--- src/rtl/align_shifter_pipe.sv ---
// align_shifter_pipe
//   Pipelined alignment right-shifter for the FP add/sub datapath. The
//   significand is extended with two zero bits, {significand_i, 2'b00}, and
//   shifted right by diff_i. The result is the upper SIG_W bits plus
//   {guard, round, sticky}. Sticky is exact for any shift amount. The shift
//   is a logarithmic shifter whose levels are spread over STAGES register
//   stages. Valid/ready flow control is provided, with bubble collapsing.
//
//   Parameters: SIG_W (significand width, >=4), DIFF_W (shift-amount width),
//               STAGES (1..4, latency in cycles), TAG_W (sideband tag width).
//   Ports:
//     clk_i, rst_i               clock, async active-high reset
//     in_valid_i / in_ready_o    input handshake
//     significand_i, diff_i      operand and right-shift amount
//     tag_i                      sideband tag, returned unchanged
//     out_valid_o / out_ready_i  output handshake
//     significand_o              aligned significand
//     guard_o                    {guard, round, sticky}
//     tag_o                      tag of the current result
//     zero_o                     only with ALIGN_ZERO_FLAG_EN: input was zero
//
//   Optional feature macro: ALIGN_ZERO_FLAG_EN (adds zero_o).
module align_shifter_pipe #(
  parameter int SIG_W  = 24,
  parameter int DIFF_W = 8,
  parameter int STAGES = 2,
  parameter int TAG_W  = 4
) (
  input  logic              clk_i,
  input  logic              rst_i,
  input  logic              in_valid_i,
  output logic              in_ready_o,
  input  logic [SIG_W-1:0]  significand_i,
  input  logic [DIFF_W-1:0] diff_i,
  input  logic [TAG_W-1:0]  tag_i,
  output logic              out_valid_o,
  input  logic              out_ready_i,
  output logic [SIG_W-1:0]  significand_o,
  output logic [2:0]        guard_o,
  output logic [TAG_W-1:0]  tag_o
`ifdef ALIGN_ZERO_FLAG_EN
  ,
  output logic              zero_o
`endif
);

  localparam int unsigned W   = SIG_W + 2;
  localparam int unsigned LVL = $clog2(W + 1);
  localparam int unsigned LPS = (LVL + STAGES - 1) / STAGES;
  localparam int unsigned CW  = ((DIFF_W > LVL) ? DIFF_W : LVL) + 1;

  typedef struct packed {
    logic [W-1:0]     data;
    logic             sticky;
    logic [LVL-1:0]   amt;
    logic [TAG_W-1:0] tag;
`ifdef ALIGN_ZERO_FLAG_EN
    logic             zero;
`endif
  } stage_t;

  function automatic logic [W-1:0] low_mask(int unsigned n);
    logic [W-1:0] m;
    m = '0;
    for (int unsigned i = 0; i < W; i++) m[i] = (i < n);
    return m;
  endfunction

  // Apply the shifter levels [lo, lo+LPS). Bits falling off the bottom of
  // the W-bit window are folded into sticky, so nothing is ever lost.
  function automatic stage_t apply_levels(stage_t x, int unsigned lo);
    stage_t r;
    r = x;
    for (int unsigned k = 0; k < LVL; k++) begin
      if (k >= lo && k < lo + LPS && r.amt[k]) begin
        r.sticky = r.sticky | (|(r.data & low_mask(1 << k)));
        r.data   = r.data >> (1 << k);
      end
    end
    return r;
  endfunction

  logic [CW-1:0]     diff_ext;
  logic [LVL-1:0]    amt_in;
  stage_t            src0;
  stage_t            nxt [STAGES];
  stage_t            q   [STAGES];
  logic [STAGES-1:0] v_q;
  logic [STAGES-1:0] adv;
  logic [STAGES-1:0] load;
  logic [STAGES:0]   take;

  // Any shift of W or more moves every bit below the round position; clamp
  // to W so the shifter needs only enough levels to cover 0..W.
  always_comb begin
    diff_ext = CW'(diff_i);
    amt_in   = (diff_ext < CW'(W)) ? LVL'(diff_ext) : LVL'(W);
  end

  always_comb begin
    src0      = '0;
    src0.data = {significand_i, 2'b00};
    src0.amt  = amt_in;
    src0.tag  = tag_i;
`ifdef ALIGN_ZERO_FLAG_EN
    src0.zero = ~|significand_i;
`endif
    nxt[0] = apply_levels(src0, 0);
    for (int unsigned s = 1; s < STAGES; s++) begin
      nxt[s] = apply_levels(q[s-1], s * LPS);
    end
  end

  // take[s]: stage s can accept this cycle; take[STAGES] is the consumer.
  always_comb begin
    take         = '0;
    adv          = '0;
    load         = '0;
    take[STAGES] = out_ready_i;
    for (int unsigned i = 0; i < STAGES; i++) begin
      adv[STAGES-1-i]  = v_q[STAGES-1-i] && take[STAGES-i];
      take[STAGES-1-i] = !v_q[STAGES-1-i] || adv[STAGES-1-i];
    end
    load[0] = in_valid_i && take[0];
    for (int unsigned s = 1; s < STAGES; s++) begin
      load[s] = adv[s-1];
    end
  end

  always_ff @(posedge clk_i or posedge rst_i) begin
    if (rst_i) begin
      v_q <= '0;
      for (int unsigned s = 0; s < STAGES; s++) q[s] <= '0;
    end else begin
      v_q <= load | (v_q & ~adv);
      for (int unsigned s = 0; s < STAGES; s++) begin
        if (load[s]) q[s] <= nxt[s];
      end
    end
  end

  assign in_ready_o    = take[0];
  assign out_valid_o   = v_q[STAGES-1];
  assign significand_o = q[STAGES-1].data[W-1:2];
  assign guard_o       = {q[STAGES-1].data[1:0], q[STAGES-1].sticky};
  assign tag_o         = q[STAGES-1].tag;
`ifdef ALIGN_ZERO_FLAG_EN
  assign zero_o        = q[STAGES-1].zero;
`endif

endmodule

--- config.mk ---
export PLATFORM = sky130hd
export DESIGN_NAME = align_shifter_pipe
export DESIGN_NICKNAME = d
export VERILOG_FILES = /design/src/rtl/align_shifter_pipe.sv
export SDC_FILE = /design/constraint.sdc
export NUM_CORES = 1
export LEC_CHECK = 0
export ABC_CLOCK_PERIOD_IN_PS = 2100
export BUFFER_PORTS_ARGS = -buffer_cell sky130_fd_sc_hd__buf_2
export CORE_AREA = 2 2 86 88
export CTS_BUF_LIST = sky130_fd_sc_hd__clkbuf_4 sky130_fd_sc_hd__clkbuf_8
export CTS_CLUSTER_DIAMETER = 50
export CTS_CLUSTER_SIZE = 14
export DETAILED_ROUTE_END_ITERATION = 12
export DIE_AREA = 0 0 88 90
export PLACE_DENSITY = 0.83
export SYNTH_ARGS = -nofsm -noshare
export SYNTH_HDL_FRONTEND = slang
export SYNTH_SLANG_ARGS = --single-unit
--- constraint.sdc ---
create_clock -name clk_i -period 2.1 [get_ports clk_i]
set_clock_uncertainty 0.1 [all_clocks]
set_input_delay 0.105 -clock clk_i [delete_from_list [all_inputs] [get_ports clk_i]]
set_output_delay 0.105 -clock clk_i [all_outputs]
set_load 0.02 [all_outputs]
After elaboration in Yosys (flattened, before gate mapping)
Index checks and enable logic that the tools add are counted.
Widths: inputs -> output; s select.

cells by class
  order comparisons = 1
  muxes and demuxes = 6
  bitwise operators = 7
  reduce and logical (&&, ||, !) cells = 11

operator list
  cell                number
  $mux 27             5
  $reduce_or 16->1    1
  $lt 8x5->1 const B  1
  $reduce_or 8->1     1
  $mux 5              1
  $or 1x1->1          4
  $reduce_or 4->1     1
  $logic_and 1x1->1   3
  $and 2x2->2         1
  $logic_not 1->1     2
  $logic_or 1x1->1    2
  $not 2->2           1
  $or 2x2->2          1
  $reduce_or 2->1     1

storage, ports and cells
  flip-flop bits (word level) = 69
  input bits = 40

Depth between registers and ports, before layout
  depth after elaboration = 9
  depth in mapped cells = 8
  mapped depth without buffers = 5

Worst setup path after synthesis
OpenSTA, ideal clock, no wires.

  path type = reg-to-reg
  start = register v_q[1]
  end = register q[51] in the netlist's numbering
  setup time = 0.121 ns
  arrival time = 1.737 ns
  path slack = 0.142 ns
  cell stages (with the launch flop) = 7
  buffers on the path = 2
  cells stage by stage = dfrtp_1 nand3b_1 nand2_1 clkbuf_1 clkbuf_1 a221oi_1 a22o_1

on the way
  longest elaborated chain between the ends = 5

ends and longest elaborated chain
  element                                                      RTL line  text
  start: declaration                                           88        logic [STAGES-1:0] v_q;
  start signal: assignment                                     135       v_q <= load | (v_q & ~adv);
  $logic_not 1->1 / $logic_and 1x1->1 (equally long branches)  122, 121
  $logic_or 1x1->1 *                                           122       take[STAGES-1-i] = !v_q[STAGES-1-i] || adv[STAGES-1-i];
  $logic_and 1x1->1 *                                          121       adv[STAGES-1-i] = v_q[STAGES-1-i] && take[STAGES-i];
  $logic_or 1x1->1 *                                           122
  named net in_ready_o                                         32        output logic in_ready_o,
  $logic_and 1x1->1 *                                          124       load[0] = in_valid_i && take[0];
  end signal: indexed assignment                               137       if (load[s]) q[s] <= nxt[s];
  end: declaration                                             87        stage_t q [STAGES];

Mark *: on every way through the listed nets, which the timed path passes. The rest lies on a longest branch.
A chain may end at the register's enable or synchronous reset.

Final worst setup path
  start = register q[50] in the netlist's numbering
  end = register q, in the netlist guard_o[0]

on the way
  longest elaborated chain between the ends = 5

ends and longest elaborated chain
  element          RTL line  text
  $reduce_or 8->1  76        r.sticky = r.sticky | (|(r.data & low_mask(1 << k)));
  $or 1x1->1       76
  $mux 27 *        75        if (k >= lo && k < lo + LPS && r.amt[k]) begin
  $or 1x1->1       76
  $mux 27 *        75

Mark *: on every way between the ends. The rest lies on a longest branch, timed or not.

==> results.json <==
{
  "cpMostUsedCell": "a31oi_1",
  "tns_ns": 0,
  "wl_per_cell_um": 17.5,
  "syn_area_per_cell_um2": 9.60,
  "synth_top_flop_cell": "dfrtp_1",
  "portBuffers": 72,
  "fin_ws_ns": 0.100,
  "cp_slowest_stage_delay_ns": 0.56,
  "hp-start": "diff_i[3]",
  "post_cts_buffers": 0,
  "antenna_cells": 0,
  "maxCapViolCount": 0,
  "cts_buffers": 9,
  "drive_gt1_frac": 0.250,
  "insertion_delay_ns": 0.35,
  "via_per_inst": 6.16,
  "r2r-end": "guard_o[0]",
  "crit_buf_inv": 0,
  "synth_edf_count": 0,
  "cp_top_family": "simple AND/OR/NAND/NOR gates",
  "via_count": 3445,
  "setup_viol": 0,
  "dieArea_mm2": 0.00792,
  "cts.sink_count": 66,
  "initial_utilization": 0.566,
  "drtPass1Iterations": 5,
  "worstPathCellList": "or4_1 -> nor4_1 -> a31oi_1 -> o31ai_2 -> a31oi_1",
  "path_max_fanout": 3,
  "synthDominantCellAreaShare": 0.415,
  "final-hold-violation-count": 0,
  "reg2reg_from": "q[50]",
  "ys_seq_area_frac": 0.415,
  "fp.dieW_um": 88,
  "globalplace.congestion": 0.950,
  "drc": 0,
  "wl_mm": 9.77,
  "slowest_stage": "or4_1",
  "leakagePower_uw": 0.00220,
  "crit_path_start_kind": "flop",
  "synth_cell_type_count": 49,
  "vdd_ir_drop_max_uv": 349,
  "max_freq_mhz": 500,
  "worst_setup_path_end_kind": "flop",
  "fill_cells": 568,
  "syn_area_mm2": 0.00398,
  "whs_endpoint": "nxt[7]",
  "met3_length_um": 942,
  "yosysWarningCount": 0,
  "timing.critical_path.from": "q[50]",
  "track_usage": 0.253,
  "met2WireLength_mm": 4.35,
  "rsz0062_at_grt": "false",
  "die_y_um": 90,
  "grt_max_degree": 67,
  "slew-limit-headroom": 0.563,
  "io_pins": 73,
  "reg2regPathDepth": 5,
  "fin_crit_sh": 0.952,
  "holdPathStages": 3,
  "row_count": 31,
  "outcome": "finished clean",
  "clkSlewWorstSetupHoldPaths_ns": 0.08,
  "ys_seq_elements": 66,
  "grt_overflow": 0,
  "grt_pass1_wl_mm": 15.8,
  "reg2reg_slack_ns": 0.10,
  "crit_type": "reg -> reg",
  "dp_hpwl_mm": 6.95,
  "dr.max_layer_used": "met4",
  "synth_top_area_cell": "dfrtp_1",
  "worst_pin_slew_ns": 0.656,
  "cts_root_buf": "clkbuf_8",
  "pre_cts_ws_ns": 0.118,
  "worstHoldPathType": "in -> reg",
  "grt_pass1_vias": 3198,
  "power_density_mw_per_mm2": 785,
  "synthTopCellsByArea": "dfrtp_1 42%, mux2i_1 11%, buf_4 6.2%",
  "antenna_found_initial": 0,
  "syn_inst": 414,
  "crit_required_ns": 2.22,
  "async_flop_share": 1.00,
  "htreeDepth": 3,
  "clockBufferDepth": 2,
  "area_delta_synth_final_pct": 13.1,
  "cts_tree": "built",
  "drt_iter0_drc": 346,
  "crit_arrival_ns": 2.12,
  "core_region_area_mm2": 0.00702,
  "drt-met1-wl_mm": 4.28,
  "syn-num-nets": 454,
  "period_minus_slack_ns": 2.00,
  "fin_nets": 496,
  "drtAntennaViolNets": 0,
  "slew_viol_final": 0
}
[worst min-delay path: stages]
cell	delay, ns
buf_2	0.11
nor2_1	0.08
o21ai_0	0.14
[state kept, by name, summed over array words and instances (netlist names)]
name           count
q                 27
guard_o            3
tag_o              4
v_q                2
nxt                6
significand_o     24
[synthesized netlist by cell type (2+ instances only)]
master / count
clkbuf_1: 20
buf_1: 3
a21oi_1: 13
nand2b_1: 4
a221oi_1: 17
buf_2: 4
a211oi_1: 2
nand3_1: 6
nor3_1: 2
o21ai_0: 24
nand2_1: 64
a31oi_1: 3
inv_1: 2
mux2_2: 6
or4_1: 3
nor2_1: 15
mux2i_1: 45
nor4_1: 2
nor2b_1: 4
a22o_1: 19
buf_4: 33
o21ai_1: 2
o31ai_1: 10
o211ai_1: 2
mux4_2: 2
and2_1: 2
dfrtp_1: 66
a22oi_1: 16
a31o_1: 2
or3_1: 2
[worst max-delay path by stage]
stage / end / depth (start not counted)
5_1_grt: guard_o[0] / 5
3_3_place_gp: guard_o[0] / 5
3_5_place_dp: guard_o[0] / 5
2_1_floorplan: q[51] / 6
4_1_cts: guard_o[0] / 5
6_report: guard_o[0] / 5
[where the power goes]
group	total (µW)	internal (µW)	leakage, µW	switching (µW)
Combinational	928	390	0.00127	538
Clock	951	449	0.0000879	501
Sequential	1650	1460	0.000834	187
Total	3530	2300	0.00220	1230
[logic make-up after synthesis]
family,count (synthesis),synth area share
AO/OA/AOI/OAI,121,0.220
buffers and inverters,64,0.0976
flip-flops,66,0.415
multiplexers,53,0.142
AND/OR/NAND/NOR,110,0.126
[metal layers]
layer  vias up  track usage
met5         -            0
met4         0       0.0769
met3        24       0.0615
met2       205        0.376
met1      1627        0.365
li1       1589            -
[cells in the final DEF (no fill, tap or decap), types with 2 or more instances in the layout]
master,count
a211oi_1,2
nor4_1,2
or3_1,2
a22o_1,19
a31o_1,2
nand3_1,6
o21ai_0,24
buf_2,72
and2_1,2
mux2i_1,45
nor2b_1,4
o211ai_1,2
dlygate4sd3_1,10
a221oi_1,17
nor2_1,15
nand2b_1,4
a31oi_1,3
or4_1,3
dfrtp_1,66
buf_4,7
clkinv_2,3
buf_12,4
o31ai_1,9
o21ai_1,2
mux2_2,6
mux4_2,2
nor3_1,2
a21oi_1,13
a22oi_1,16
clkbuf_8,10
nand2_1,64
[stage by stage]
stage	instance area, µm²	util	power [µW]	std cells	hold slack, ns
floorplan	3980	-	2390	414	0.110
global placement	4220	0.601	2550	534	0.0989
detailed placement	4220	0.601	2580	534	0.102
CTS	4490	0.639	3520	559	0.0139
global route	4490	0.640	3690	559	0.0471
finish	4490	0.640	3530	559	0.0276
[timing repair]
item | in CTS | in global routing
resized for setup | 0 | 1
hold buffers | 10 | 0
setup endpoints to repair | 0 | 1
endpoints found under the hold margin | 74 | 0
[final cells by class]
cell class,instances,area (µm²),share of cell area
clock inverters,5,31.3,0.00696
clock buffers,10,138,0.0306
flip-flops and latches,66,1650,0.367
multi-input cells,284,1950,0.434
repair buffers,93,593,0.132
inverters,2,7.51,0.00167
well taps,99,124,0.0276
No activity file was read; power rests on OpenSTA's default activity.
